`config.mk`:
```
export PLATFORM = sky130hd
export DESIGN_NAME = dcache_ctrl_wb
export DESIGN_NICKNAME = d
export VERILOG_FILES = /design/src/rtl/dcache_pkg.sv /design/src/rtl/dcache_victim_sel.sv /design/src/rtl/dcache_ctrl_wb.sv
export SDC_FILE = /design/constraint.sdc
export NUM_CORES = 1
export LEC_CHECK = 0
export BUFFER_PORTS_ARGS = -buffer_cell sky130_fd_sc_hd__buf_2
export CORE_AREA = 5 5 42 44
export CTS_CLUSTER_DIAMETER = 50
export DETAILED_ROUTE_END_ITERATION = 16
export DIE_AREA = 0 0 47 49
export PLACE_DENSITY = 0.68
export SLEW_MARGIN = 20
export SYNTH_ARGS = -nofsm -noshare
export SYNTH_HDL_FRONTEND = slang
export SYNTH_SLANG_ARGS = --single-unit
```
`constraint.sdc`:
```
create_clock -name clk_i -period 1.2 [get_ports clk_i]
set_input_delay 0.18 -clock clk_i [delete_from_list [all_inputs] [get_ports clk_i]]
set_output_delay 0.18 -clock clk_i [all_outputs]
set_load 0.005 [all_outputs]
```
`src/rtl/dcache_pkg.sv`:
```
// Shared types and helpers for the write-back data cache controller.
package dcache_pkg;

  localparam int DEF_WAYS           = 2;
  localparam int DEF_WORDS_PER_LINE = 4;
  localparam int MAX_WAYS           = 8;

  typedef enum logic [2:0] {
    READY      = 3'd0,
    WRITEBACK  = 3'd1,
    FILL       = 3'd2,
    CACHEWRITE = 3'd3,
    FINISH     = 3'd4
  } dcache_state_t;

  // Isolates the lowest set bit (two's-complement trick).
  function automatic logic [MAX_WAYS-1:0] onehot_lowest(input logic [MAX_WAYS-1:0] v);
    return v & (~v + MAX_WAYS'(1));
  endfunction

endpackage

```
`src/rtl/dcache_victim_sel.sv`:
```
// Victim way selection: lowest invalid way first, otherwise a round-robin pointer
// that advances only when a pointer-chosen line has been installed.
module dcache_victim_sel
  import dcache_pkg::*;
#(
  parameter int WAYS = DEF_WAYS
) (
  input  logic            clk_i,
  input  logic            reset_i,
  input  logic [WAYS-1:0] line_valid_i,
  input  logic            advance_i,
  output logic [WAYS-1:0] victim_o,
  output logic            from_ptr_o
);

  localparam int PW = (WAYS > 1) ? $clog2(WAYS) : 1;

  logic [PW-1:0]       ptr_q, ptr_d;
  logic [MAX_WAYS-1:0] invalid_ext, lowest_inv;

  assign invalid_ext = MAX_WAYS'(~line_valid_i);
  assign lowest_inv  = onehot_lowest(invalid_ext);
  assign from_ptr_o  = &line_valid_i;
  assign victim_o    = from_ptr_o ? (WAYS'(1) << ptr_q) : lowest_inv[WAYS-1:0];

  // With a single way the wrap test is always true, so the pointer stays 0.
  always_comb begin
    ptr_d = ptr_q;
    if (advance_i) ptr_d = (32'(ptr_q) == WAYS - 1) ? '0 : ptr_q + 1'b1;
  end

  always_ff @(posedge clk_i or posedge reset_i) begin
    if (reset_i) ptr_q <= '0;
    else         ptr_q <= ptr_d;
  end

endmodule

```
`src/rtl/dcache_ctrl_wb.sv`:
```
// N-way data cache controller with burst refill. Define DCACHE_WRITEBACK_EN for
// write-back/write-allocate; otherwise stores write through and never allocate.
module dcache_ctrl_wb
  import dcache_pkg::*;
#(
  parameter  int WAYS           = DEF_WAYS,
  parameter  int WORDS_PER_LINE = DEF_WORDS_PER_LINE,
  localparam int BW             = $clog2(WORDS_PER_LINE)
) (
  input  logic            clk_i,
  input  logic            reset_i,
  input  logic            re_i,
  input  logic            we_i,
  input  logic            hit_i,
  input  logic [WAYS-1:0] hit_way_i,
  input  logic [WAYS-1:0] line_valid_i,
  input  logic [WAYS-1:0] line_dirty_i,
  input  logic            mem_valid_i,
  output logic            stall_o,
  output logic [WAYS-1:0] way_sel_o,
  output logic            data_we_o,
  output logic            tag_we_o,
  output logic            set_dirty_o,
  output logic            clr_dirty_o,
  output logic            mem_read_o,
  output logic            mem_write_o,
  output logic [BW-1:0]   beat_o
);

  dcache_state_t   state_q, state_d;
  logic [BW-1:0]   beat_q, beat_d;
  logic [WAYS-1:0] victim_q, victim_d, victim_w;
  logic            from_ptr_q, from_ptr_d, from_ptr_w;
  logic            advance, store, load, last_beat;

  assign store     = we_i;
  assign load      = re_i & ~we_i;
  assign last_beat = (beat_q == BW'(WORDS_PER_LINE - 1));
  assign beat_o    = beat_q;

  dcache_victim_sel #(.WAYS(WAYS)) u_victim_sel (
    .clk_i        (clk_i),
    .reset_i      (reset_i),
    .line_valid_i (line_valid_i),
    .advance_i    (advance),
    .victim_o     (victim_w),
    .from_ptr_o   (from_ptr_w)
  );

`ifdef DCACHE_WRITEBACK_EN
  logic victim_dirty;
  assign victim_dirty = |(victim_w & line_valid_i & line_dirty_i);
`else
  logic unused_dirty;
  assign unused_dirty = ^line_dirty_i;
`endif

  always_comb begin
    state_d     = state_q;
    beat_d      = beat_q;
    victim_d    = victim_q;
    from_ptr_d  = from_ptr_q;
    advance     = 1'b0;
    stall_o     = 1'b0;
    way_sel_o   = '0;
    data_we_o   = 1'b0;
    tag_we_o    = 1'b0;
    set_dirty_o = 1'b0;
    clr_dirty_o = 1'b0;
    mem_read_o  = 1'b0;
    mem_write_o = 1'b0;
    case (state_q)
      READY: begin
`ifdef DCACHE_WRITEBACK_EN
        if (load || store) begin
          if (hit_i) begin
            way_sel_o   = hit_way_i;
            data_we_o   = store;
            set_dirty_o = store;
          end else begin
            stall_o    = 1'b1;
            victim_d   = victim_w;
            from_ptr_d = from_ptr_w;
            state_d    = victim_dirty ? WRITEBACK : FILL;
          end
        end
`else
        // Write-through store holds the pipeline until memory takes the word.
        if (store) begin
          stall_o     = 1'b1;
          mem_write_o = 1'b1;
          data_we_o   = hit_i;
          way_sel_o   = hit_i ? hit_way_i : '0;
          if (mem_valid_i) state_d = FINISH;
        end else if (load) begin
          if (hit_i) begin
            way_sel_o = hit_way_i;
          end else begin
            stall_o    = 1'b1;
            victim_d   = victim_w;
            from_ptr_d = from_ptr_w;
            state_d    = FILL;
          end
        end
`endif
      end
`ifdef DCACHE_WRITEBACK_EN
      WRITEBACK: begin
        stall_o     = 1'b1;
        mem_write_o = 1'b1;
        way_sel_o   = victim_q;
        if (mem_valid_i) begin
          if (last_beat) begin
            clr_dirty_o = 1'b1;
            beat_d      = '0;
            state_d     = FILL;
          end else begin
            beat_d = beat_q + 1'b1;
          end
        end
      end
`endif
      FILL: begin
        stall_o    = 1'b1;
        mem_read_o = 1'b1;
        way_sel_o  = victim_q;
        if (mem_valid_i) begin
          data_we_o = 1'b1;
          if (last_beat) begin
            beat_d  = '0;
            state_d = CACHEWRITE;
          end else begin
            beat_d = beat_q + 1'b1;
          end
        end
      end
      CACHEWRITE: begin
        stall_o   = 1'b1;
        tag_we_o  = 1'b1;
        way_sel_o = victim_q;
        advance   = from_ptr_q;
        state_d   = FINISH;
      end
      FINISH:  state_d = READY;
      default: state_d = READY;
    endcase
  end

  always_ff @(posedge clk_i or posedge reset_i) begin
    if (reset_i) begin
      state_q    <= READY;
      beat_q     <= '0;
      victim_q   <= '0;
      from_ptr_q <= 1'b0;
    end else begin
      state_q    <= state_d;
      beat_q     <= beat_d;
      victim_q   <= victim_d;
      from_ptr_q <= from_ptr_d;
    end
  end

endmodule

```
==> results of run 1 <==
-- final timing paths --
check                                   startpoint                 endpoint  slack [ns]  cells after the start
min in group asynchronous                  reset_i    beat_o[1]$_DFFE_PP0P_        0.43                      3
hold / removal                     line_valid_i[0]  victim_q[1]$_DFFE_PP0P_        0.20                      3
setup reg to reg            state_q[1]$_DFFE_PP0P_    beat_o[0]$_DFFE_PP0P_       -0.16                      5
hold reg to reg            victim_q[0]$_DFFE_PP0P_  victim_q[0]$_DFFE_PP0P_        0.51                      1
max in group asynchronous                  reset_i   state_q[1]$_DFFE_PP0P_        0.51                      3
setup / recovery            state_q[0]$_DFFE_PP0P_             way_sel_o[0]       -0.36                      4
-- sequential cells by signal, summed over array words and instances, names as in the netlist --
name	flops
victim_q	2
beat_o	2
state_q	3
u_victim_sel.ptr_q	1
from_ptr_q	1
-- layer usage --
metal  vias up  wire length [um]  part of all wire
met4         0                 0                 0
met2        10               661              0.55
met3         0                69             0.058
met5         -                 0                 0
met1       215               469              0.39
li1        234                 -                 -
-- kinds of logic after synthesis --
family / share of synthesized area
DFF: 0.459
muxes: 0.0459
buffers and inverters: 0.0612
other: 0.00765
xor gates and xnor gates: 0.0179
and+or+nand+nor: 0.247
adders and majority gates: 0.0255
AOI/OAI and AO/OA: 0.135
-- power by group --
part / leakage (nW) / internal [mW] / switching (mW)
Clock: 0.0177 / 0.122 / 0.101
Sequential: 0.109 / 0.428 / 0.112
Combinational: 0.295 / 0.572 / 0.350
Total: 0.421 / 1.12 / 0.563
-- area by class of cell --
class / instances / area [sq um]
fillers: 133 / 589
multi-input cells: 33 / 285
repair buffers: 33 / 235
flip-flops and latches: 9 / 229
clock buffers: 3 / 22.5
well taps: 16 / 20.0
inverters: 4 / 15.0
clock inverters: 1 / 5.00
-- Yosys cell counts, drive strengths merged (2+ instances only) --
cell type and n:
a22o 2, and2 4, buf 2, dfrtp 9, inv 4, mux2 2, nor2 4, nor3 2
nor3b 2, o21ai 2
-- what timing repair did --
| item | in CTS | in global routing |
|---|---|---|
| pin swaps | 5 | 6 |
| hold buffers | 1 | 0 |
| buffers inserted | 7 | 1 |
| endpoints found under the setup margin | 12 | 14 |
| resized for setup | 5 | 8 |
| endpoints found under the hold margin | 9 | 0 |
-- worst reg2reg max path: stages (launching register included) --
cell and delay (ns):
dfrtp_2 0.40, buf_4 0.14, nand2b_4 0.06, nor3b_4 0.21, buf_6 0.14, mux2_4 0.29
==> results.md, run 1 <==
* Synth Register Bits at 9
* Worst Hold Class: input pin to flop
* Worst hold slack at 0.200 ns
* CTS max path bufs at 2
* DP Area at 666 sq um
* Crit-path cells: nor3_4 > o211a_1 > a22o_1 > buf_2
* Via/cell ratio at 4.64
* Num ports at 23
* Vias in the first global route at 458
* Fmax at 641 MHz
* Top post-synthesis cells by area: dfrtp_1 46%, mux2_2 4.6%, a22o_1 3.6%
* Final Cycle Share at 1.30
* Cell accounting for the most synthesized area: dfrtp_1
* Via count at 459
* # port buffers at 18
* Most frequent cells in the layout: 17 x buf_2, 10 x buf_4, 6 x dfrtp_1
* Grt ovf at 0
* Die height at 49 um
* Total clock buffers created by CTS at 3
* Post-Syn Instances at 47
* Buf/Inv on CP at 1
* Primary FF master, synth: dfrtp_1
* Worst Setup End Kind: output port
* Final instance area at 812 sq um
* Final setup fails at 11
* Final hold vios at 0
* Grt met3 use at 0.0221
* Clk_lat worst skew at 0.26 ns
* CTS tree: built
* Core Region at 0.00140 sq mm
* Routability Congestion at 0.709
* Synth warn at 0
* Slowest cell on the critical path: dfrtp_2
* Clock net sink count at 9
* Cell Count, Final, Fillers Out at 99
* Leakage power at 0.421 nW
* ANT nets after route at 0
* Post-synth top area share at 0.459
* Worst setup path category: flop to output port
* Syn_area_per_cell at 10.4 sq um
* Final Util at 0.579
* Clk slew on worst S/H paths at 0.07 ns
* Failing checks: setup timing
* Most common cell after layout, fill and taps aside: buf_2
* Root buffer cell: clkbuf_4
* Die ar. at 0.00230 sq mm
* RSZ-0062 raised after global routing: true
* Maximum VDD drop at 1130 uV
* Netlist Area Pre-Place at 490 sq um
* DRC errors left at 0
* GRT met2 Usage at 0.204
* Tot Pwr at 1.69 mW
* DP HPWL at 867 um
* Status: finished, violations left
* Largest net degree at the start of global routing at 10
* Initial antenna violation count at 0
* Initial core utilization at 0.350
* Setup TNS Final at -2.42 ns
* Worst slack at placement at -0.146 ns
* Routed len/inst at 12.1 um
* Cell Pwr Density at 2080 mW/mm^2
* Synth unique cells at 28
* Number of diodes at 0
* Worst-path fanout max at 4
* Nets@finish at 97
* Rows at 14
* Total GRT Usage at 0.116
* Global-route wire length before repair at 1930 um
* Post-synth EDFFs at 0
* DIE WIDTH at 47 um
* Final WL at 1200 um
* Register area share after synthesis at 0.459
* Slowest Stage Delay on Critical Path at 0.45 ns
* Critical path's top delay family: flip-flops
* Max_cap viols at 0
* Final Max Slew Viols at 0
* Placed insts at 87
* Layout area overhead at 65.6%
* Ys async rst share at 1.00
* Final WS setup at -0.359 ns
* Crit start category: flop
* Worst Clk Skew at 0.00967 ns
* Tmin final at 1.56 ns
* Share of cells above drive strength 1 at 0.627
* Drt pass-1 iters at 4
* Critical path arrival at 1.38 ns
* Met1 Use GR at 0.131
* CTS H-tree lvls at 1
* Busiest layer in global routing: met2
* Initial DRC Count at 2
* CP required at 1.02 ns
Note: power is estimated with default switching activity, not from simulation.
==> run 2: changes to the inputs <==
clock period = 1.3 ns   (was 1.2 ns; I/O delays follow)
==> run 2 against run 1 <==
Effect of this change:
- the flow still finishes with violations (setup timing)
- total power grew 0.59%
- critical path depth grew 1
- hold slack gained 0.021 ns
- final area grew 3.2%
- highest routed layer is now met4
==> results.md, run 2 (synthesis results as in run 1) <==
* Total GRT Usage at 0.108
* Root buffer cell: clkbuf_4
* Crit-path cells: nor3_4 > buf_6 > and2_4 > or3_1 > buf_2
* DR top layer: met4
* Number of diodes at 0
* DIE WIDTH at 47 um
* Failing checks: setup timing
* Filler cell count at 127
* M1 wire length at 487 um
* Global-route wire length before repair at 1830 um
* Worst Clk Skew at 0.00620 ns
* Fmax at 621 MHz
* Die ar. at 0.00230 sq mm
* Worst R2R Start: state_q[1]$_DFFE_PP0P_
* Final Cycle Share at 1.24
* Most common cell after layout, fill and taps aside: buf_2
* Largest net degree at the start of global routing at 10
* CP required at 1.11 ns
* Psw at 0.537 mW
* Rows at 14
* Leakage power at 0.437 nW
* Worst Setup End Kind: output port
* Final WL at 1150 um
* Worst setup path category: flop to output port
* Num ports at 23
* Comb power frac at 0.584
* Wire length on met2 at 590 um
* Worst hold slack at 0.221 ns
* Max reg flops at 3
* Reg with most FFs: state_q
* Final hold vios at 0
* CP startpoint: state_q[1]$_DFFE_PP0P_
* Routed len/inst at 11.3 um
* Layout area overhead at 70.9%
* Total clock buffers created by CTS at 3
* Internal power at 1.16 mW
* Register share of total power at 0.298
* # port buffers at 18
* Worst-path fanout max at 5
* Slowest Stage Delay on Critical Path at 0.42 ns
* Cell Count, Final, Fillers Out at 102
* Crit start category: flop
* Buf/Inv on CP at 2
* Met3 wire len at 66 um
* ANT nets after route at 0
* Most frequent cells in the layout: 16 x buf_2, 12 x buf_4, 7 x buf_6
* Placed insts at 89
* Slowest cell on the critical path: dfrtp_2
* CTS tree: built
* DP HPWL at 902 um
* Grt ovf at 0
* Worst Hold Class: input pin to flop
* Final Max Slew Viols at 0
* Clk slew on worst S/H paths at 0.06 ns
* Final WS setup at -0.310 ns
* Drt pass-1 iters at 2
* Nets@finish at 100
* Initial DRC Count at 3
* Die height at 49 um
* CTS H-tree lvls at 1
* Sw frac at 0.317
* Clk_lat worst skew at 0.25 ns
* Initial antenna violation count at 0
* Clock net sink count at 9
* Tot Pwr at 1.70 mW
* Vias in the first global route at 446
* Core Region at 0.00140 sq mm
* Routability Congestion at 0.705
* Critical path's top delay family: simple AND/OR/NAND/NOR gates
* RSZ-0062 raised after global routing: true
* Final setup fails at 11
* Final Util at 0.598
* Hold_sp: line_valid_i[1]
* DRC errors left at 0
* Cell Pwr Density at 2020 mW/mm^2
* Via count at 474
* Critical path arrival at 1.41 ns
* Via/cell ratio at 4.65
* Initial core utilization at 0.350
* Maximum VDD drop at 1110 uV
* Clock power frac at 0.119
* CTS max path bufs at 2
* Tmin final at 1.61 ns
* Share of cells above drive strength 1 at 0.605
* Status: finished, violations left
* Max_cap viols at 0
-- run 2: cell type report --
class | count | area, sq um | share of cell area
clock buffer | 4 | 26.3 | 0.0313
inverter | 4 | 15.0 | 0.0179
multi-input combinational | 33 | 289 | 0.345
sequential | 9 | 229 | 0.273
tap | 16 | 20.0 | 0.0239
timing repair buffer | 36 | 259 | 0.309
-- run 2: path summary, 6_finish.rpt --
check / end / depth (start not counted) / slack (ns)
max: stall_o / 5 / -0.31
min: from_ptr_q$_DFFE_PP0P_ / 3 / 0.22
max reg2reg: beat_o[1]$_DFFE_PP0P_ / 7 / -0.21
min reg2reg: victim_q[0]$_DFFE_PP0P_ / 1 / 0.50
max in group asynchronous: state_q[1]$_DFFE_PP0P_ / 3 / 0.61
min in group asynchronous: beat_o[0]$_DFFE_PP0P_ / 3 / 0.43
-- run 2: layer usage --
layer / vias up / global-route usage
met5: - / 0
met4: 0 / 0.0553
met3: 2 / 0.0221
met2: 10 / 0.167
met1: 222 / 0.137
li1: 240 / -
-- run 2: worst min-delay path, cell delays in order --
cell     delay [ns]
buf_2          0.10
nand4_1        0.07
o21ai_1        0.06
-- run 2: power groups by stage --
| stage | Sequential, mW | Clock [mW] | Combinational [mW] |
|---|---|---|---|
| final | 0.505 | 0.201 | 0.990 |
| after global routing | 0.528 | 0.228 | 1.09 |
| after CTS | 0.506 | 0.212 | 0.821 |
| after detailed placement | 0.487 | 0 | 0.640 |
| after global placement | 0.483 | 0 | 0.626 |
| after floorplan | 0.476 | 0 | 0.333 |
-- run 2: what timing repair did --
item,CTS,global route
pin swaps,7,4
hold buffers,1,0
resized for setup,11,11
endpoints found under the hold margin,9,0
setup endpoints to repair,9,11
setup buffers,4,5
-- run 2: through the flow --
step	worst slack [ns]	TNS [ns]	instance area [sq um]
after floorplan	0.0192	0	494
after global placement	-0.0300	-0.107	657
after detailed placement	-0.0493	-0.163	657
after CTS	-0.259	-1.59	764
after global routing	-0.369	-2.75	838
final	-0.310	-1.90	838
==> run 3: changes to the inputs <==
BUFFER_PORTS_ARGS = not set   (was -buffer_cell sky130_fd_sc_hd__buf_2)
DONT_BUFFER_PORTS = 1   (was not set)
PLACE_DENSITY = not set   (was 0.68)
==> run 3 against run 2 <==
Effect of this change:
- the flow still finishes with violations (setup timing)
- global-route usage up 0.21 points
- flip-flop and latch count is the same
- sequential power about the same
- clock-buffer cell count did not move
- highest routed layer unchanged
==> results.md, run 3 (synthesis results as in run 1) <==
* Status: finished, violations left
* Failing checks: setup timing
* Clk_lat worst skew at 0.25 ns
* Critical path arrival at 1.28 ns
* Nets@finish at 76
* Worst R2R Start: state_q[2]$_DFFE_PP0P_
* Leakage power at 0.314 nW
* Die ar. at 0.00230 sq mm
* Max_cap viols at 0
* DP HPWL at 838 um
* Total GRT Usage at 0.110
* Hold path endpoint: from_ptr_q$_DFFE_PP0P_
* Layout area overhead at 36.2%
* Routed len/inst at 13.8 um
* Drt pass-1 iters at 2
* Final WL at 1080 um
* Worst Setup End Kind: output port
* Critical R2R Capture: beat_o[1]$_DFFE_PP0P_
* Root buffer cell: clkbuf_4
* Worst slack at placement at 0.0173 ns
* Max reg flops at 3
* Final Util at 0.477
* Worst Clk Skew at 0.00261 ns
* Final setup fails at 8
* Num ports at 23
* Number of diodes at 0
* Vias in the first global route at 437
* M1 wire length at 446 um
* RSZ-0062 raised after global routing: true
* Initial antenna violation count at 0
* Final hold vios at 0
* Filler cell count at 144
* CP required at 1.11 ns
* Worst hold slack at 0.118 ns
* DIE WIDTH at 47 um
* DP Area at 552 sq um
* Most common cell after layout, fill and taps aside: buf_4
* Reg with most FFs: state_q
* ANT nets after route at 0
* Register-to-register setup slack at -0.03 ns
* Grt ovf at 0
* Fmax at 677 MHz
* Cell Pwr Density at 2040 mW/mm^2
* Most frequent cells in the layout: 8 x buf_4, 7 x dfrtp_1, 4 x inv_1
* Initial DRC Count at 3
* Met3 wire len at 90 um
* Global-route wire length before repair at 1820 um
* Largest net degree at the start of global routing at 10
* Wire length on met2 at 533 um
* Maximum VDD drop at 922 uV
* CTS H-tree lvls at 1
* Crit start category: flop
* Final Cycle Share at 1.14
* Total clock buffers created by CTS at 3
* Clock net sink count at 9
* Via/cell ratio at 4.97
* Tmin final at 1.48 ns
* Final WS setup at -0.176 ns
* Via count at 388
* Hold_sp: line_valid_i[0]
* Die height at 49 um
* Share of cells above drive strength 1 at 0.452
* WHS Path Cells at 2
* Worst setup path category: flop to output port
* Final instance area at 668 sq um
* DRC errors left at 0
* Clk slew on worst S/H paths at 0.06 ns
* Reg2reg path depth at 4
* Rows at 14
* Worst Hold Class: input pin to flop
* CTS max path bufs at 2
* DR top layer: met4
* # port buffers at 0
* CTS tree: built
* Tot Pwr at 1.36 mW
* Core Region at 0.00140 sq mm
* Routability Congestion at 0.709
* Initial core utilization at 0.350
* Final Max Slew Viols at 0
* Worst-path fanout max at 4
## run 3: cell count changes in the layout (fill, tap and decap cells not counted), sizes merged
cell	delta
buf	-24
## run 3: routing by layer
layer | global-route usage | vias to the layer above
met5 | 0 | -
met4 | 0.0553 | 0
met3 | 0.0406 | 2
met2 | 0.170 | 11
met1 | 0.130 | 181
li1 | - | 194
## run 3: report_power, final
group          internal (mW)  switching [mW]  total, mW
Sequential             0.394           0.110      0.505
Combinational          0.395           0.257      0.653
Clock                  0.118          0.0891      0.207
Total                  0.907           0.457       1.36
## run 3: worst max-delay path, cell delays in order (launching register included)
cell,delay [ns]
dfrtp_1,0.36
buf_6,0.12
nor3_4,0.04
and2_4,0.15
or3_4,0.36
## run 3: through the flow
step	setup TNS, ns	instances
2_1_floorplan	0	48
3_3_place_gp	0	69
3_5_place_dp	0	69
4_1_cts	-0.981	77
5_1_grt	-1.47	78
6_report	-0.874	78
## run 3: final cells by class
cell class                 instances  area [sq um]  area share
multi-input combinational         33           275       0.412
inverter                           4          15.0      0.0225
timing repair buffer              12           104       0.155
sequential                         9           228       0.341
clock buffer                       4          26.3      0.0393
tap                               16          20.0      0.0300
## run 3: what timing repair did
| action | 4_1_cts | 5_1_grt |
|---|---|---|
| cloned | 0 | 0 |
| pin swaps | 1 | 4 |
| gates resized for setup | 8 | 4 |
| hold buffers | 1 | 0 |
| buffers inserted | 3 | 1 |
| hold endpoints to repair | 9 | 0 |
| endpoints found under the setup margin | 6 | 9 |
## run 3: worst max path at each step
stage	startpoint	endpoint
3_3_place_gp	state_q[2]$_DFFE_PP0P_	beat_o[1]$_DFFE_PP0P_
2_1_floorplan	state_q[2]$_DFFE_PP0P_	beat_o[0]$_DFFE_PP0P_
5_1_grt	state_q[2]$_DFFE_PP0P_	data_we_o
4_1_cts	state_q[1]$_DFFE_PP0P_	way_sel_o[0]
6_report	state_q[2]$_DFFE_PP0P_	stall_o
3_5_place_dp	state_q[1]$_DFFE_PP0P_	beat_o[0]$_DFFE_PP0P_
